### src/rtl/fetch_decode_stage_pkg.sv
// Shared pipeline definitions: machine width, bubble encoding, reset PC and the
// IF/ID register layout used by the fetch/decode boundary.
package fetch_decode_stage_pkg;

  localparam int unsigned XLEN = 32;

  // addi x0, x0, 0
  localparam logic [XLEN-1:0] NOP_INSTR_DEF = 32'h0000_0013;
  localparam logic [XLEN-1:0] RESET_PC_DEF  = 32'h0000_0000;
  localparam logic [XLEN-1:0] INSTR_STEP    = 32'd4;

  typedef struct packed {
    logic [XLEN-1:0] instr;
    logic [XLEN-1:0] pc;
    logic [XLEN-1:0] pcplus4;
    logic            valid;
  } if_id_t;

  localparam int unsigned IF_ID_W = $bits(if_id_t);

endpackage

### src/rtl/pipe_reg_en_clr.sv
// Generic pipeline register: asynchronous reset value, synchronous clear that
// wins over the enable, and hold when the enable is low.
module pipe_reg_en_clr #(
  parameter int unsigned       WIDTH     = 32,
  parameter logic [WIDTH-1:0]  RESET_VAL = '0,
  parameter logic [WIDTH-1:0]  CLR_VAL   = '0
) (
  input  logic             clk,
  input  logic             rst_n,
  input  logic             en_i,
  input  logic             clr_i,
  input  logic [WIDTH-1:0] d_i,
  output logic [WIDTH-1:0] q_o
);

  logic [WIDTH-1:0] data_q;

  // Register with clear-over-enable priority.
  always_ff @(posedge clk or negedge rst_n) begin
    if (!rst_n) begin
      data_q <= RESET_VAL;
    end else if (clr_i) begin
      data_q <= CLR_VAL;
    end else if (en_i) begin
      data_q <= d_i;
    end
  end

  assign q_o = data_q;

endmodule

### src/rtl/fetch_decode_stage.sv
// Fetch stage PC plus the IF/ID boundary register, with a sticky misaligned
// redirect flag and saturating stall/flush performance counters.
module fetch_decode_stage
  import fetch_decode_stage_pkg::*;
#(
  parameter logic [XLEN-1:0] RESET_PC  = RESET_PC_DEF,
  parameter logic [XLEN-1:0] NOP_INSTR = NOP_INSTR_DEF,
  parameter int unsigned     CNT_W     = 16
) (
  input  logic             clk,
  input  logic             rst_n,
  input  logic             stall_f,
  input  logic             stall_d,
  input  logic             flush_d,
  input  logic             pcsrc_e,
  input  logic [XLEN-1:0]  pctarget_e,
  output logic [XLEN-1:0]  imem_addr,
  input  logic [XLEN-1:0]  imem_rdata,
  output logic [XLEN-1:0]  instr_d,
  output logic [XLEN-1:0]  pc_d,
  output logic [XLEN-1:0]  pcplus4_d,
  output logic             valid_d,
  output logic             misalign_err,
  output logic [CNT_W-1:0] stall_cnt,
  output logic [CNT_W-1:0] flush_cnt
);

  localparam if_id_t         IF_ID_BUBBLE = '{instr: NOP_INSTR, pc: '0, pcplus4: '0, valid: 1'b0};
  localparam logic [CNT_W-1:0] CNT_MAX    = '1;

  logic [XLEN-1:0]  pc_f_q, pc_f_d;
  logic             misalign_q, misalign_d;
  logic [CNT_W-1:0] stall_cnt_q, stall_cnt_d;
  logic [CNT_W-1:0] flush_cnt_q, flush_cnt_d;
  if_id_t           if_id_d, if_id_q;

  // Next PC: redirect beats stall; the target is forced word aligned.
  always_comb begin
    pc_f_d = pc_f_q;
    if (pcsrc_e) begin
      pc_f_d = {pctarget_e[XLEN-1:2], 2'b00};
    end else if (!stall_f) begin
      pc_f_d = pc_f_q + INSTR_STEP;
    end
  end

  // Sticky flag and saturating counters.
  always_comb begin
    misalign_d  = misalign_q | (pcsrc_e & (pctarget_e[1:0] != 2'b00));
    stall_cnt_d = stall_cnt_q;
    flush_cnt_d = flush_cnt_q;
    // A redirect overrides the stall, so that cycle is not a lost fetch.
    if (stall_f && !pcsrc_e && (stall_cnt_q != CNT_MAX)) begin
      stall_cnt_d = stall_cnt_q + 1'b1;
    end
    if (flush_d && (flush_cnt_q != CNT_MAX)) begin
      flush_cnt_d = flush_cnt_q + 1'b1;
    end
  end

  // Fetch-side state.
  always_ff @(posedge clk or negedge rst_n) begin
    if (!rst_n) begin
      pc_f_q      <= RESET_PC;
      misalign_q  <= 1'b0;
      stall_cnt_q <= '0;
      flush_cnt_q <= '0;
    end else begin
      pc_f_q      <= pc_f_d;
      misalign_q  <= misalign_d;
      stall_cnt_q <= stall_cnt_d;
      flush_cnt_q <= flush_cnt_d;
    end
  end

  // Word fetched this cycle, as it should appear in decode next cycle.
  always_comb begin
    if_id_d = '{instr: imem_rdata, pc: pc_f_q, pcplus4: pc_f_q + INSTR_STEP, valid: 1'b1};
  end

  pipe_reg_en_clr #(
    .WIDTH     (IF_ID_W),
    .RESET_VAL (IF_ID_BUBBLE),
    .CLR_VAL   (IF_ID_BUBBLE)
  ) u_if_id (
    .clk   (clk),
    .rst_n (rst_n),
    .en_i  (!stall_d),
    .clr_i (flush_d),
    .d_i   (if_id_d),
    .q_o   (if_id_q)
  );

  assign imem_addr    = pc_f_q;
  assign instr_d      = if_id_q.instr;
  assign pc_d         = if_id_q.pc;
  assign pcplus4_d    = if_id_q.pcplus4;
  assign valid_d      = if_id_q.valid;
  assign misalign_err = misalign_q;
  assign stall_cnt    = stall_cnt_q;
  assign flush_cnt    = flush_cnt_q;

endmodule

### config.mk
export PLATFORM = sky130hd
export DESIGN_NAME = fetch_decode_stage
export DESIGN_NICKNAME = d
export VERILOG_FILES = /design/src/rtl/fetch_decode_stage_pkg.sv /design/src/rtl/pipe_reg_en_clr.sv /design/src/rtl/fetch_decode_stage.sv
export SDC_FILE = /design/constraint.sdc
export NUM_CORES = 1
export LEC_CHECK = 0
export ABC_AREA = 1
export CORE_MARGIN = 5
export CORE_UTILIZATION = 50
export CTS_BUF_LIST = sky130_fd_sc_hd__clkbuf_4 sky130_fd_sc_hd__clkbuf_8
export DETAILED_ROUTE_END_ITERATION = 10
export PLACE_DENSITY_LB_ADDON = 0.08
export REMOVE_ABC_BUFFERS = 1
export SETUP_SLACK_MARGIN = 0.2
export SLEW_MARGIN = 40
export SYNTH_ARGS = -nofsm -noshare
export SYNTH_HDL_FRONTEND = slang
export SYNTH_HIERARCHICAL = 1
export SYNTH_SLANG_ARGS = --single-unit
### constraint.sdc
create_clock -name clk -period 2.1 [get_ports clk]
set_clock_uncertainty 0.15 [all_clocks]
set_input_delay 0.315 -clock clk [delete_from_list [all_inputs] [get_ports clk]]
set_output_delay 0.315 -clock clk [all_outputs]
set_load 0.01 [all_outputs]
==> results.toml, run 1 <==
[die]
die_x_um = 140
dieArea_um2 = 19500
io_pins = 232
fp-row-count = 47
core_area_um2 = 16600
die_h_um = 140
start_util_pct = 50.8

[global_routing]
grt_max_degree = 69
grt.busiest_layer = "met2"
use_met3_pct = 5.42
grt_pass1_wl_mm = 40.3
grt_remaining_overflow = 0
use_met2_pct = 41.1
grt.total_usage_pct = 25.3
antenna_found_initial = 0
first_global_vias = 7671
gr-usage-met1_pct = 34.1

[yosys]
yosys-top-cells-count = "456 x nand2_1, 157 x dfrtp_1, 132 x nand3_1"
yosysMostFrequentCell = "nand2_1"
syn_area_um2 = 8420
synth_warnings = 6
synth_top_area_cell = "dfrtp_1"
ys.flop_type = "dfrtp_1"
netlist.area_leader.share_pct = 46.6
ys_ff_latch = 160
async_flop_share_pct = 100
yosysSeqAreaShare_pct = 47.6
synth_edf_count = 0
synth_cells = 1090
avgSynthCellArea_um2 = 7.73
yosysUniqueCellTypes = 32
synthTopCellsByArea = "dfrtp_1 47%, nand2_1 20%, nand3_1 7.8%"

[placement]
place_area_um2 = 10800
globalplace.congestion = 0.840
place_ws_ps = 75.2
numPortBuffers = 229
dp.cells = 1501
hpwl_mm = 17.3

[setup_path]
worst_path_max_delay_cell = "clkdlybuf4s50_1"
cp.depth = 1
cp_num_buf_inv = 1
slowest_delay_ps = 540
crit_family = "buffers and inverters"
reg2reg_depth = 9
end_kind = "output port"
cp_data_required_time_ps = 1630
crit_chain = "clkdlybuf4s50_1"
critPathArrivalTime_ps = 1400
timing_worst_setup_path_type = "flip-flop to output port"
start_kind = "flip-flop"
crit_fanout = 3

[clock_tree]
cts_max_level = 4
numCtsBuffers = 17
ctsLongestPathBuffers = 2
clk_pin_slew_ps = 80
root_buffer = "clkbuf_8"
cts_tree = "built"
cts.sinks = 160
clkLatencyLatePin_ps = 450

[sta]
tightestPinTransition_ps = 532
grt_setup_unrepaired = "true"
timing.final.crit_share_pct = 88.8
setup-violations-final = 0
hold_violations = 0
setup_ws_ps = 235
maxSlewHeadroom_pct = 64.5
whs_ps = 191
finalSetupTns_ps = 0
fin_crit_ps = 1860
fmax_mhz = 536
drv_slew = 0

[power_and_ir_drop]
power.share.clock_pct = 30.6
p_per_area_nw_per_um2 = 681
power.total_mw = 8.01
vdd_drop_max_uv = 401
combPwrFrac_pct = 24.6
leakagePower_nw = 6.20
p_int_mw = 5.64
pwr-share-seq_pct = 44.8
switching_share_pct = 29.7
p_switching_mw = 2.38

[route]
drc_errors = 0
wl_per_cell_um = 15.6
detail_route.first_pass.iterations = 5
via_per_inst = 4.99
vias = 7892
drt-initial-drc-count = 442
routed_wl_mm = 24.6
ant_nets = 0

[final_layout]
fin_area_um2 = 11800
ff_latch_area_um2 = 4030
nFillCells = 1373
antenna_cells = 0
final_nets = 1422
drive_gt1_share_pct = 14.3
multi_input_area_um2 = 3730
fin_cells = 1581
post-route-util_pct = 71.0
syn_to_final_growth_pct = 39.7

[min_path]
hold_class = "input port to asynchronous set/reset pin"

[status]
status = "complete, no violations"

[flow_run]
maxCapViolations = 0
[logic make-up (layout without fill, tap and decap cells)]
family	Yosys count	in the layout	synth area share (%)
AO/OA/AOI/OAI	36	36	2.57
XOR/XNOR	39	39	4.59
other	2	7	0.0892
buffers and inverters	153	419	9.06
AND/OR/NAND/NOR	697	697	35.7
flip-flops	160	160	47.6
adder cells (fa/ha/maj)	3	3	0.446
[per-layer routing]
layer | part of all wire [%] | vias to the layer above
li1 | - | 3869
met1 | 43 | 3725
met2 | 48 | 257
met3 | 6.0 | 41
met4 | 2.7 | 0
met5 | 0 | -
[power groups by stage]
| stage | clock (mW) | combinational [mW] | sequential [mW] |
|---|---|---|---|
| 2_1_floorplan | 0 | 0.617 | 3.81 |
| 3_3_place_gp | 0 | 1.79 | 3.70 |
| 3_5_place_dp | 0 | 1.81 | 3.71 |
| 4_1_cts | 2.50 | 1.92 | 3.60 |
| 5_1_grt | 2.64 | 2.17 | 3.64 |
| 6_report | 2.45 | 1.97 | 3.59 |
[final timing paths]
path                          startpoint               to  slack, ps
max                        imem_addr[12]    imem_addr[12]        240
min                                rst_n    stall_cnt[13]        190
max reg2reg                 imem_addr[2]  u_if_id/q_o[23]        270
min reg2reg                 misalign_err     misalign_err        320
max in group asynchronous          rst_n    imem_addr[29]        890
min in group clk           imem_rdata[7]  u_if_id/q_o[72]        260
[state kept, by name, summed over array words and instances, names as in the netlist]
name	flops
flush_cnt	16
u_if_id/q_o	97
misalign_err	1
stall_cnt	16
imem_addr	30
[layout make-up]
cell class / instances / share of cell area, %
clock buffers: 22 / 2.52
multi-input cells: 782 / 31.7
flip-flops and latches: 160 / 34.3
inverters: 78 / 2.51
well taps: 220 / 2.34
repair buffers: 310 / 25.6
clock inverters: 9 / 1.12
[worst register-to-register path, stage by stage, from the launching register on]
cell and delay, ps:
dfrtp_1 380, ha_2 200, nand2_1 100, nor2_4 160, nand2_4 120, nor2_4 170
nand3_1 120, and2_1 180, nand3_1 90, nand2_1 70
[layout by cell type (no fill, tap or decap), types with 30 or more instances in the layout]
master and n:
nand2_1 455, buf_4 75, clkdlybuf4s50_1 167, dfrtp_1 136, dlymetal6s2s_1 31, nand3_1 131, inv_1 70, dlygate4sd2_1 30
nor2_1 51
[timing repair]
action	in CTS	in global routing
pin swaps	0	9
buffers inserted	36	12
hold endpoints to repair	40	0
endpoints found under the setup margin	62	72
hold buffers	1	0
resized for setup	51	46
Note: power is estimated with default switching activity, not from simulation.
==> inputs of run 2 (changes only) <==
--- a/config.mk
+++ b/config.mk
@@ -6,7 +6,8 @@
 export NUM_CORES = 1
 export LEC_CHECK = 0
 export ABC_AREA = 1
-export CORE_MARGIN = 5
+export ABC_CLOCK_PERIOD_IN_PS = 2100
+export CORE_MARGIN = 1
 export CORE_UTILIZATION = 50
 export CTS_BUF_LIST = sky130_fd_sc_hd__clkbuf_4 sky130_fd_sc_hd__clkbuf_8
 export DETAILED_ROUTE_END_ITERATION = 10
==> run 2 against run 1 <==
Net effect: die area down 11%; register-to-register slack gained 40 ps; critical path depth is the same; setup slack gained 3.0 ps.
==> results.toml, run 2 (synthesized netlist as in run 1, its figures left out) <==
[route]
ant_nets = 0
dr.max_layer_used = "met4"
routed_wl_mm = 23.8
vias = 7912
drc_errors = 0
wl_met3_mm = 1.42
via_per_inst = 4.98
detail_route.first_pass.iterations = 6
wl_per_cell_um = 15.0
wl_met2_mm = 11.5
wirelength_met1_mm = 10.4
drt-initial-drc-count = 459

[global_routing]
grt.total_usage_pct = 27.9
grt_pass1_wl_mm = 38.4
antenna_found_initial = 0
first_global_vias = 7519
grt_max_degree = 73
grt_remaining_overflow = 0

[sta]
grt_setup_unrepaired = "false"
fin_crit_ps = 1860
timing.final.crit_share_pct = 88.6
tightestPinTransition_ps = 673
maxSlewHeadroom_pct = 55.1
setup-violations-final = 0
drv_slew = 0
hold_violations = 0
fmax_mhz = 537
whs_ps = 174

[clock_tree]
ctsLongestPathBuffers = 2
cts_max_level = 4
cts_tree = "built"
clkLatencyLatePin_ps = 470
clk_pin_slew_ps = 80
numCtsBuffers = 17
root_buffer = "clkbuf_8"
cts.sinks = 160

[final_layout]
syn_to_final_growth_pct = 40.3
final_nets = 1428
drive_gt1_share_pct = 14.3
largest_register_ffs = 97
final_cell_mix = "456 x nand2_1, 183 x clkdlybuf4s50_1, 137 x dfrtp_1"
antenna_cells = 0
final_common_cell = "nand2_1"
fin_cells = 1588

[power_and_ir_drop]
leakagePower_nw = 6.08
p_per_area_nw_per_um2 = 684
vdd_drop_max_uv = 429

[setup_path]
cp_data_required_time_ps = 1630
r2r-end = "stall_cnt[3]"
start_kind = "flip-flop"
reg2reg_depth = 10
end_kind = "output port"
crit_fanout = 2
worst_path_max_delay_cell = "clkdlybuf4s50_1"
timing_worst_setup_path_type = "flip-flop to output port"
critPathArrivalTime_ps = 1400
crit_family = "buffers and inverters"
crit_chain = "clkdlybuf4s50_1"
r2r_slack_ps = 310
r2r-start = "stall_cnt[0]"
cp_num_buf_inv = 1
slowest_delay_ps = 590

[min_path]
hold_class = "input port to asynchronous set/reset pin"

[die]
core_area_um2 = 16500
dieArea_um2 = 17400
io_pins = 232
start_util_pct = 51.0
die_h_um = 132
die_x_um = 132
fp-row-count = 47

[placement]
numPortBuffers = 229
hpwl_mm = 16.4
dp.cells = 1504
globalplace.congestion = 0.887

[flow_run]
maxCapViolations = 0

[status]
status = "complete, no violations"
run 2: worst reg2reg max path: stages (launching register included):
cell and delay (ps):
dfrtp_1 410, ha_2 250, nand3_2 110, inv_2 80
nand2_2 60, inv_2 50, nand3_2 100, nand2_8 160
inv_2 140, nand2_1 100, nand2_1 60
run 2: final cells by class:
type | count | area [µm²]
Clock inverter | 11 | 166
Multi-Input combinational cell | 782 | 3720
Sequential cell | 160 | 4030
Clock buffer | 21 | 264
Tap cell | 220 | 275
Inverter | 78 | 295
Fill cell | 1345 | 4710
Timing Repair Buffer | 316 | 3070
run 2: timing repair:
item                                   4_1_cts  5_1_grt
setup buffers                               39       12
endpoints found under the hold margin      139        0
pin swaps                                    0        7
setup endpoints to repair                   67       58
hold buffers                                 1        0
resized for setup                           45       30
run 2: stage by stage:
| step | setup TNS [ps] | util, % | power [mW] | setup WS [ps] | instance area, µm² |
|---|---|---|---|---|---|
| 6_report | 0 | 71.5 | 8.09 | 238 | 11800 |
| 5_1_grt | 0 | 71.5 | 8.47 | 199 | 11800 |
| 4_1_cts | 0 | 70.4 | 8.09 | 90.4 | 11600 |
| 3_5_place_dp | 0 | 66.0 | 5.52 | 78.9 | 10900 |
| 3_3_place_gp | 0 | 66.0 | 5.49 | 122 | 10900 |
| 2_1_floorplan | -80980 | - | 4.42 | -836 | 7970 |
run 2: how the worst max path moves through the flow:
stage | from | to | slack (ps) | cells past startpoint
3_3_place_gp | pcsrc_e | imem_addr[21] | 120 | 6
2_1_floorplan | stall_d | u_if_id/q_o[94] | -840 | 4
5_1_grt | stall_cnt[0] | stall_cnt[3] | 200 | 10
4_1_cts | imem_addr[13] | imem_addr[13] | 90 | 1
6_report | u_if_id/q_o[32] | pcplus4_d[31] | 240 | 1
3_5_place_dp | pcsrc_e | imem_addr[25] | 80 | 6
run 2: where the power goes:
part	switching [mW]	total, mW	internal, mW
Clock	1.16	2.50	1.34
Combinational	1.02	2.01	0.988
Sequential	0.216	3.58	3.36
run 2: routing by layer:
layer  GRT usage, %  vias to the layer above
met3           5.65                       39
met2           45.8                      263
met4           10.0                        0
li1               -                     3886
met1           36.8                     3724
met5              0                        -
